File: config.mk
export PLATFORM = sky130hd
export DESIGN_NAME = pipe_hazard_ctrl
export DESIGN_NICKNAME = d
export VERILOG_FILES = /design/src/rtl/pipe_hazard_ctrl.sv
export SDC_FILE = /design/constraint.sdc
export NUM_CORES = 1
export LEC_CHECK = 0
export CAP_MARGIN = 20
export CORE_ASPECT_RATIO = 2
export CORE_UTILIZATION = 46
export DETAILED_ROUTE_END_ITERATION = 6
export PLACE_DENSITY = 0.73
export RECOVER_POWER = 25
export SKIP_LAST_GASP = 1
export SYNTH_ARGS = -nofsm -noshare
export SYNTH_HDL_FRONTEND = slang
export SYNTH_SLANG_ARGS = --single-unit
File: constraint.sdc
create_clock -name clk -period 2 [get_ports clk]
set_clock_uncertainty 0.15 [all_clocks]
set_input_delay 0.3 -clock clk [delete_from_list [all_inputs] [get_ports clk]]
set_output_delay 0.3 -clock clk [all_outputs]
set_load 0.02 [all_outputs]
File: src/rtl/pipe_hazard_ctrl.sv
// rtl/pipe_hazard_ctrl.sv - LEGv8 5-stage hazard, forwarding and flush controller
module pipe_hazard_ctrl #(
  parameter int NREG     = 32,
  parameter int ZERO_REG = 31,
  parameter int CNT_W    = 16
) (
  input  logic                    clk,
  input  logic                    reset,
  input  logic                    id_valid,
  input  logic [$clog2(NREG)-1:0] id_rn,
  input  logic [$clog2(NREG)-1:0] id_rm,
  input  logic                    id_uses_rn,
  input  logic                    id_uses_rm,
  input  logic [$clog2(NREG)-1:0] id_rd,
  input  logic                    id_reg_write,
  input  logic                    id_is_load,
  input  logic                    id_set_flags,
  input  logic                    id_uses_flags,
  input  logic                    ex_br_taken,
  output logic                    stall,
  output logic                    flush,
  output logic [1:0]              fwd_a,
  output logic [1:0]              fwd_b,
  output logic [CNT_W-1:0]        stall_cnt,
  output logic [CNT_W-1:0]        flush_cnt
);

  localparam int            RW = $clog2(NREG);
  localparam logic [RW-1:0] ZR = RW'(ZERO_REG);

  typedef struct packed {
    logic          v;
    logic [RW-1:0] rn;
    logic [RW-1:0] rm;
    logic          uses_rn;
    logic          uses_rm;
    logic [RW-1:0] rd;
    logic          reg_write;
    logic          is_load;
    logic          set_flags;
  } stage_t;

  stage_t           r_ex;
  stage_t           r_mem;
  stage_t           r_wb;
  stage_t           w_id;
  logic             w_load_use;
  logic             w_flag_haz;
  logic [CNT_W-1:0] r_stall_cnt;
  logic [CNT_W-1:0] r_flush_cnt;
  logic             w_unused_ok;

  // True when the ID source r is produced by the valid writer sitting in EX
  function automatic logic src_hit(input logic [RW-1:0] r, input logic use_r, input stage_t ex);
    src_hit = use_r && (r != ZR) && ex.v && ex.reg_write && (ex.rd == r);
  endfunction

  // MEM result wins over WB; a load in MEM has no data yet, so it never forwards
  function automatic logic [1:0] fwd_sel(input logic [RW-1:0] src, input logic use_src,
                                         input stage_t mem, input stage_t wb);
    fwd_sel = 2'b00;
    if (use_src && (src != ZR)) begin
      if (mem.v && mem.reg_write && !mem.is_load && (mem.rd == src))
        fwd_sel = 2'b10;
      else if (wb.v && wb.reg_write && (wb.rd == src))
        fwd_sel = 2'b01;
    end
  endfunction

  // Hazard detection; a taken branch squashes ID anyway, so flush masks stall
  always_comb begin
    w_load_use = id_valid && r_ex.is_load &&
                 (src_hit(id_rn, id_uses_rn, r_ex) || src_hit(id_rm, id_uses_rm, r_ex));
    w_flag_haz = id_valid && id_uses_flags && r_ex.v && r_ex.set_flags;
    flush      = ex_br_taken && r_ex.v;
    stall      = (w_load_use || w_flag_haz) && !flush;
  end

  // Operand selects for the instruction currently in EX
  always_comb begin
    fwd_a = 2'b00;
    fwd_b = 2'b00;
    if (r_ex.v) begin
      fwd_a = fwd_sel(r_ex.rn, r_ex.uses_rn, r_mem, r_wb);
      fwd_b = fwd_sel(r_ex.rm, r_ex.uses_rm, r_mem, r_wb);
    end
  end

  // Next EX contents: ID fields, turned into a bubble on stall or flush
  always_comb begin
    w_id.v         = id_valid && !stall && !flush;
    w_id.rn        = id_rn;
    w_id.rm        = id_rm;
    w_id.uses_rn   = id_uses_rn;
    w_id.uses_rm   = id_uses_rm;
    w_id.rd        = id_rd;
    w_id.reg_write = id_reg_write;
    w_id.is_load   = id_is_load;
    w_id.set_flags = id_set_flags;
  end

  // Shadow pipeline advance; older stages always move, the branch keeps its v into MEM
  always_ff @(posedge clk or negedge reset) begin
    if (!reset) begin
      r_ex  <= '0;
      r_mem <= '0;
      r_wb  <= '0;
    end else begin
      r_wb  <= r_mem;
      r_mem <= r_ex;
      r_ex  <= w_id;
    end
  end

  // Saturating stall/flush event counters
  always_ff @(posedge clk or negedge reset) begin
    if (!reset) begin
      r_stall_cnt <= '0;
      r_flush_cnt <= '0;
    end else begin
      if (stall && (r_stall_cnt != {CNT_W{1'b1}}))
        r_stall_cnt <= r_stall_cnt + 1'b1;
      if (flush && (r_flush_cnt != {CNT_W{1'b1}}))
        r_flush_cnt <= r_flush_cnt + 1'b1;
    end
  end

  assign stall_cnt = r_stall_cnt;
  assign flush_cnt = r_flush_cnt;

  // WB only needs v/rd/reg_write; the remaining shadow fields ride along unused
  assign w_unused_ok = ^{r_mem, r_wb};

endmodule

==> metrics list, run 1 <==
- The run finished, with violations left.
- Failing checks: setup timing
- The initial antenna violation count came to 1.
- In the layout the commonest cells are 65 x dfrtp_1, 62 x buf_4, 35 x clkdlybuf4s50_1.
- GPL Wtd Cong: 0.788
- From left edge to right edge, the die measures 59.7 µm.
- After detailed routing, the average wire length per cell comes to 16.7 µm.
* Die Height: between 100 and 150 µm
- Syn Area/Cell: approximately 12 µm²
- The first global-routing pass estimated 12.8 mm of wire.
- Placed wire-length estimate after detailed placement: approximately 5.6 mm
- Static leakage: roughly 2.1 nW
- Among all flip-flop cells after synthesis, the most frequent one is dfrtp_1.
- For this run, the share of the core covered by cells in the final layout is 77.6%.
- Final worst path period need: 2.40 ns
* IO Count: 63
* Delay of the slowest cell on the worst path: 0.52 ns
- Via count: 2595
* Clock buffer depth: 2
* Achievable frequency: between 0.4 and 0.5 GHz
* Area of the core: 0.00636 mm²
* CP required: 1.55 ns
* Worst IR drop on VDD: 0.677 mV
- The worst setup path is launched from a flip-flop.
* Setup slack of the critical path after layout: -0.402 ns
* Sequential-to-total area share from yosys stat: a little under three fifths
* Via count normalized by instance count: 5.26
* Number of pins exceeding their max-slew limit in the final report: 0
* Die outline area: roughly 0.007 mm²
* Clock sinks: 68
- Setup slack of the worst register-to-register path: -0.21 ns
- Power spread over the standard cell area amounts to 833 mW/mm².
- During placement, the flow inserted port buffers numbering a little over 60.
- Dividing the final minimum period by the clock period gives 120%.
- Nets: 428
* Share of post-route cells with drive strength above 1: 34.0%
- The first routing iteration left 104 violations.
- Kind of end point of the critical path: output port
- Critical path arrival: 1.95 ns
- The H-tree generated during clock tree synthesis spans 3 levels.
- The total count of hold-check failures in the final report came to 0.
* CTS tree: yes
- After global routing the overflow that remains totals 0.
- Layout overhead on the synthesized area: 61.2%
* Antenna-violating nets left: 0
* Relative slew slack: approximately two fifths
* Later-pin clock latency in the skew report: around 0.33 ns
- Summed over all layers, the routed wires come to 8.23 mm.
- Number of CTS-inserted buffers: 9
- Entering global routing, the biggest net connects 69 pins.
- Power comes to 4.11 mW.
* DRC viols: 0
* Flops & latches, synth: just under 70
- Max-cap violations in this run came to 0.
- Clock tree root driver cell: clkbuf_16
* Cells after Synth: between 200 and 300
- Number of rows created at floorplan: just over 40
- Cells along the critical path: xor2_1 -> or4_4 -> nor3_4 -> o2111a_1 -> buf_6
- The Yosys step of the flow raised 0 warnings.
- Unrepaired setup endpoints after global routing: true
* Starting Density: roughly half
- Commonest non-fill, non-tap cell in the layout: dfrtp_1
- The via count of the first global-routing pass is 2644.
* Number of enable-type register cells in the synthesized netlist: 0
* Worst hold path class: input port to flip-flop
- Net count after synthesis: approximately 280
* Slowest CP cell: or4_4
- Max FO, Critical Path: 2
* Overall fraction of global-route tracks in use: 25.3%
- For this run, the detailed router's first-pass iteration total came to 4.
- For the pin with the worst max-slew slack, the measured transition is 0.910 ns.
- Setup-failing EPs final: 21
- Unique cell type count in the Yosys netlist: 43
- Counting flops with an async set or reset pin after synthesis yields a share of 100%.
- Summed instance area of the synthesized netlist: about 0.0031 mm²
- Clock Pin Slew Worst Setup and Hold Paths: 0.05 ns
- The worst setup path is of the flip-flop to output port kind.
critical path: cells and delay by family (launching register included):
family | cells | cell delay [ns]
AO/OA/AOI/OAI | 1 | 0.22
XOR/XNOR | 1 | 0.21
buffers and inverters | 1 | 0.12
flip-flops | 1 | 0.40
AND/OR/NAND/NOR | 2 | 0.67
synth_stat cells, drive strengths merged, types with 3 or more instances:
cell	number	share of area, %
dfrtp	68	56
xor2	26	7.4
xnor2	25	7.1
nand2	21	2.7
nand3	19	3.3
nand4	10	2.0
a2111oi	8	4.2
and3	8	1.7
a21oi	7	1.1
nor3	7	1.1
inv	6	0.74
o21ai	6	0.98
nor2	5	0.61
mux2	4	1.5
nor4	4	1.0
a211oi	3	0.74
and2	3	0.61
and4	3	0.94
repair_timing:
action,4_1_cts,5_1_grt
hold endpoints to repair,68,0
gates resized for setup,64,20
setup endpoints to repair,22,29
pin swaps,36,23
hold buffers,1,0
buffers inserted,5,9
cloned,1,0
state kept, by name, indices dropped and copies added (netlist names):
signal / flops
r_ex: 21
flush_cnt: 16
stall_cnt: 16
r_mem: 8
r_wb: 7
report_power, final:
part,switching (mW),leakage [nW],internal [mW]
Combinational,0.399,1.14,0.407
Sequential,0.129,0.832,1.50
Clock,0.558,0.159,1.12
worst paths after layout:
| path | from | endpoint | depth (start not counted) |
|---|---|---|---|
| min in group asynchronous | reset | stall_cnt[1] | 3 |
| min | id_rm[4] | r_ex[14] | 1 |
| max in group asynchronous | reset | r_ex[20] | 3 |
| max reg2reg | r_ex[3] | stall_cnt[14] | 7 |
| min reg2reg | r_mem[2] | r_wb[2] | 0 |
| max | r_mem[3] | fwd_a[1] | 5 |
stage by stage:
| step | setup TNS, ns | hold slack [ns] | std cells | instance area [µm²] | worst slack [ns] |
|---|---|---|---|---|---|
| floorplan | -0.143 | -0.146 | 257 | 3130 | -0.0488 |
| global placement | -12.92 | 0.195 | 462 | 4290 | -0.691 |
| detailed placement | -14.48 | 0.198 | 462 | 4290 | -0.742 |
| CTS | -3.38 | 0.102 | 485 | 4850 | -0.450 |
| global route | -6.69 | 0.110 | 493 | 4940 | -0.475 |
| finish | -4.69 | 0.116 | 493 | 4940 | -0.402 |
routing by layer:
layer / GRT usage (%) / vias up / wire length (µm)
li1: - / 1213 / -
met1: 25.8 / 1301 / 2760
met2: 44.4 / 62 / 4910
met3: 6.17 / 19 / 268
met4: 13.8 / 0 / 292
met5: 0 / - / 0
area by class of cell:
class	count	area, µm²
timing repair buffer	136	1180
fill	426	1420
clock buffer	11	243
multi-input combinational	180	1600
inverter	6	22.5
antenna	1	2.50
sequential	68	1710
clock inverter	5	75.1
tap	86	108
cell families (layout without fill, tap and decap cells):
logic type               after synthesis  after routing  synth area share (%)
AND/OR/NAND/NOR                       90             90                  16.2
flip-flops                            68             68                  55.6
XOR/XNOR                              51             51                  14.6
AO/OA/AOI/OAI                         33             33                  9.76
buffers and inverters                  9            158                  1.59
multiplexers                           4              4                  1.47
adder cells (fa/ha/maj)                2              2                 0.817
other                                  0              1                     0
Note: power is estimated with default switching activity, not from simulation.
==> inputs of run 2 (changes only) <==
Clock period 2 ns to 1.95 ns, I/O delays scaled along.
==> metrics list, run 2 (synthesized netlist as in run 1, its figures left out) <==
- Maximum capacitance violations: 0
* DRC viols: 0
- The largest single stage delay on the critical path is approximately 0.57 ns.
* Reg2Reg Launch Point: r_ex[5]
* Unrepaired setup endpoints after global routing: true
* X dimension of the die: 59.7 µm
- In the layout the commonest cells are 74 x buf_4, 63 x dfrtp_1, 35 x clkdlybuf4s50_1.
- VDD sags by at most 0.624 mV.
- Pin count of the biggest net entering global routing: 69
- Setup tns final: -5.54 ns
- In this run the power density over the cells is between 800 and 900 mW/mm².
* Area taken by multi-input logic gates: 0.00163 mm²
* Failing checks: setup timing
* Max FO, Critical Path: 2
- In this run the most critical hold path is launched from id_rm[1].
- CP required: around 1.5 ns
* Flip-flop count of the largest register, all copies and words added: 21
* Buffers added on ports: 62
- The worst setup path is captured at an output port.
- Final worst path period need: 2.40 ns
- Number of rows created at floorplan: 41
- For the worst flop-to-flop path, the logic depth is 8.
* Clock buffer depth: 2
- Nets: 436
* Starting Density: 48.2%
- Most frequent cell on the critical path: buf_4
* Initial antenna violation count: 0
- IO Count: 63
- Fraction of the cycle the final worst path needs: 123%
- Tightest Pin Transition: 0.498 ns
- The final route contains between 2000 and 3000 vias.
- Initial DRT Pass Iterations: 6
* Achievable frequency: 0.417 GHz
- STA puts the critical path data arrival time at 1.96 ns.
- The completed layout was analyzed and its total power is approximately 4.6 mW.
- Global routing finished with a remaining overflow of 0.
* Final hold vios: 0
- Die Height: 117 µm
* Via count normalized by instance count: 5.31
- Layout overhead on the synthesized area: 67.3%
* Worst hold path class: input port to flip-flop
- Among all stages on the critical path, the largest delay is contributed by or4_4.
- Number of global-route vias before repair: 2971
- Worst hold endpoint: r_ex[11]
- More flip-flops sit in one register than any other, and that register is r_ex.
* Run status: finished with violations
- Commonest non-fill, non-tap cell in the layout: buf_4
- For this block, the routed nets add up to around 9 mm of wire.
- Number of pins exceeding their max-slew limit in the final report: 0
- In the final layout, the share of cells above drive strength 1 is between 30% and 40%.
- Cells along the critical path: nand3b_1 -> or4_4 -> nor3_4 -> buf_4 -> nor4_2 -> buf_4
- TritonCTS built the clock tree.
* Setup slack of the worst register-to-register path: -0.29 ns
- Number of CTS-inserted buffers: 9
- After filler insertion, the fill cell instance count of the layout stands at 435.
* Worst hold path stage count: 1
- Pre-CTS setup slack: -0.758 ns
- Routed len/inst: 17.7 µm
- The number of antenna diodes in the final layout is 0.
- Clock sinks: 68
- The detailed router finished its first iteration with 95 violations.
- At the end of routability-driven placement, the weighted congestion stood at 0.856.
* Destination of the worst register-to-register timing path: stall_cnt[7]
- At the later pin of the worst-skew pair, clock insertion delay measures 0.34 ns.
* Clock Pin Slew Worst Setup and Hold Paths: 0.06 ns
- Antenna-violating nets left: 0
* H-tree Lvls: 3
- Detailed placement ended at an HPWL of around 5.7 mm.
- The first global-routing pass estimated between 10 and 15 mm of wire.
- Setup violations remaining at the end of the flow were counted as 21.
- In the post-route analysis, the smallest setup slack over all paths is -0.451 ns.
* Critical Path Start Type: flip-flop
* Die outline area: 0.00701 mm²
* Sequential standard cell area: 0.00171 mm²
* Relative slew slack: 66.7%
- Overall fraction of global-route tracks in use: between 20% and 30%
- Class of the most critical setup path: flip-flop to output port
- In this run the clock root is driven by a clkbuf_16.
* Static leakage: 2.24 nW
- The region available for standard cell placement spans 0.00636 mm².
## run 2: cell types whose count changed in the layout (fill, tap and decap cells not counted), moves of 3 or more
cell | previous run | this run
buf_4 | 62 | 74
clkbuf_1 | 7 | 3
dlygate4sd2_1 | 6 | 2
dlymetal6s2s_1 | 0 | 4
clkbuf_4 | 3 | 0
clkdlybuf4s25_1 | 0 | 3
clkinv_2 | 3 | 0
dlygate4sd3_1 | 15 | 12
## run 2: routing by layer
metal	global-route usage [%]	part of all wire [%]	wire length, µm
met1	25.3	33	2910
met2	49.2	60	5280
met3	5.18	3.1	274
met4	17.4	4.2	369
met5	0	0	0
## run 2: cell type report
| class | instances | share of cell area [%] |
|---|---|---|
| clock inverters | 6 | 2.64 |
| well taps | 86 | 2.10 |
| clock buffers | 10 | 4.66 |
| inverters | 6 | 0.440 |
| repair buffers | 144 | 25.1 |
| multi-input cells | 180 | 31.7 |
| flip-flops and latches | 68 | 33.3 |
## run 2: through the flow
stage / hold slack, ns / cell area, µm² / utilization (%) / cells
2_1_floorplan: -0.153 / 3170 / - / 257
3_3_place_gp: 0.186 / 4400 / 69.2 / 472
3_5_place_dp: 0.186 / 4400 / 69.2 / 472
4_1_cts: 0.103 / 4970 / 78.2 / 492
5_1_grt: 0.119 / 5120 / 80.5 / 500
6_report: 0.106 / 5120 / 80.5 / 500
## run 2: worst max path at each step
stage,start,end,slack [ns],cells after the start
final,r_mem[1],fwd_b[0],-0.45,6
after global routing,r_mem[7],fwd_b[0],-0.48,7
after CTS,r_mem[7],fwd_a[1],-0.55,5
after detailed placement,id_rn[3],stall,-0.76,7
after global placement,id_rn[3],stall,-0.70,7
after floorplan,r_ex[6],stall_cnt[14],-0.11,7
## run 2: critical path, delay by kind of cell, from the launching register on
family	cells	cell delay [ns]
AND/OR/NAND/NOR	4	0.96
flip-flops	1	0.35
buffers and inverters	2	0.30
## run 2: timing repair
item | CTS | global route
hold buffers | 1 | 0
cloned | 1 | 0
endpoints found under the hold margin | 68 | 0
setup endpoints to repair | 26 | 31
setup buffers | 2 | 8
pin swaps | 24 | 22
resized for setup | 58 | 28
## run 2: power breakdown
| part | internal, mW | total [mW] | switching (mW) |
|---|---|---|---|
| sequential | 1.54 | 1.67 | 0.128 |
| clock | 1.41 | 2.02 | 0.606 |
| combinational | 0.452 | 0.876 | 0.424 |
| total | 3.41 | 4.56 | 1.16 |
==> inputs of run 3 (changes only) <==
Settings changed: SLEW_MARGIN set to 10.
==> results of run 3 <==
No change in the layout: final DEF, timing and power equal those of run 2.
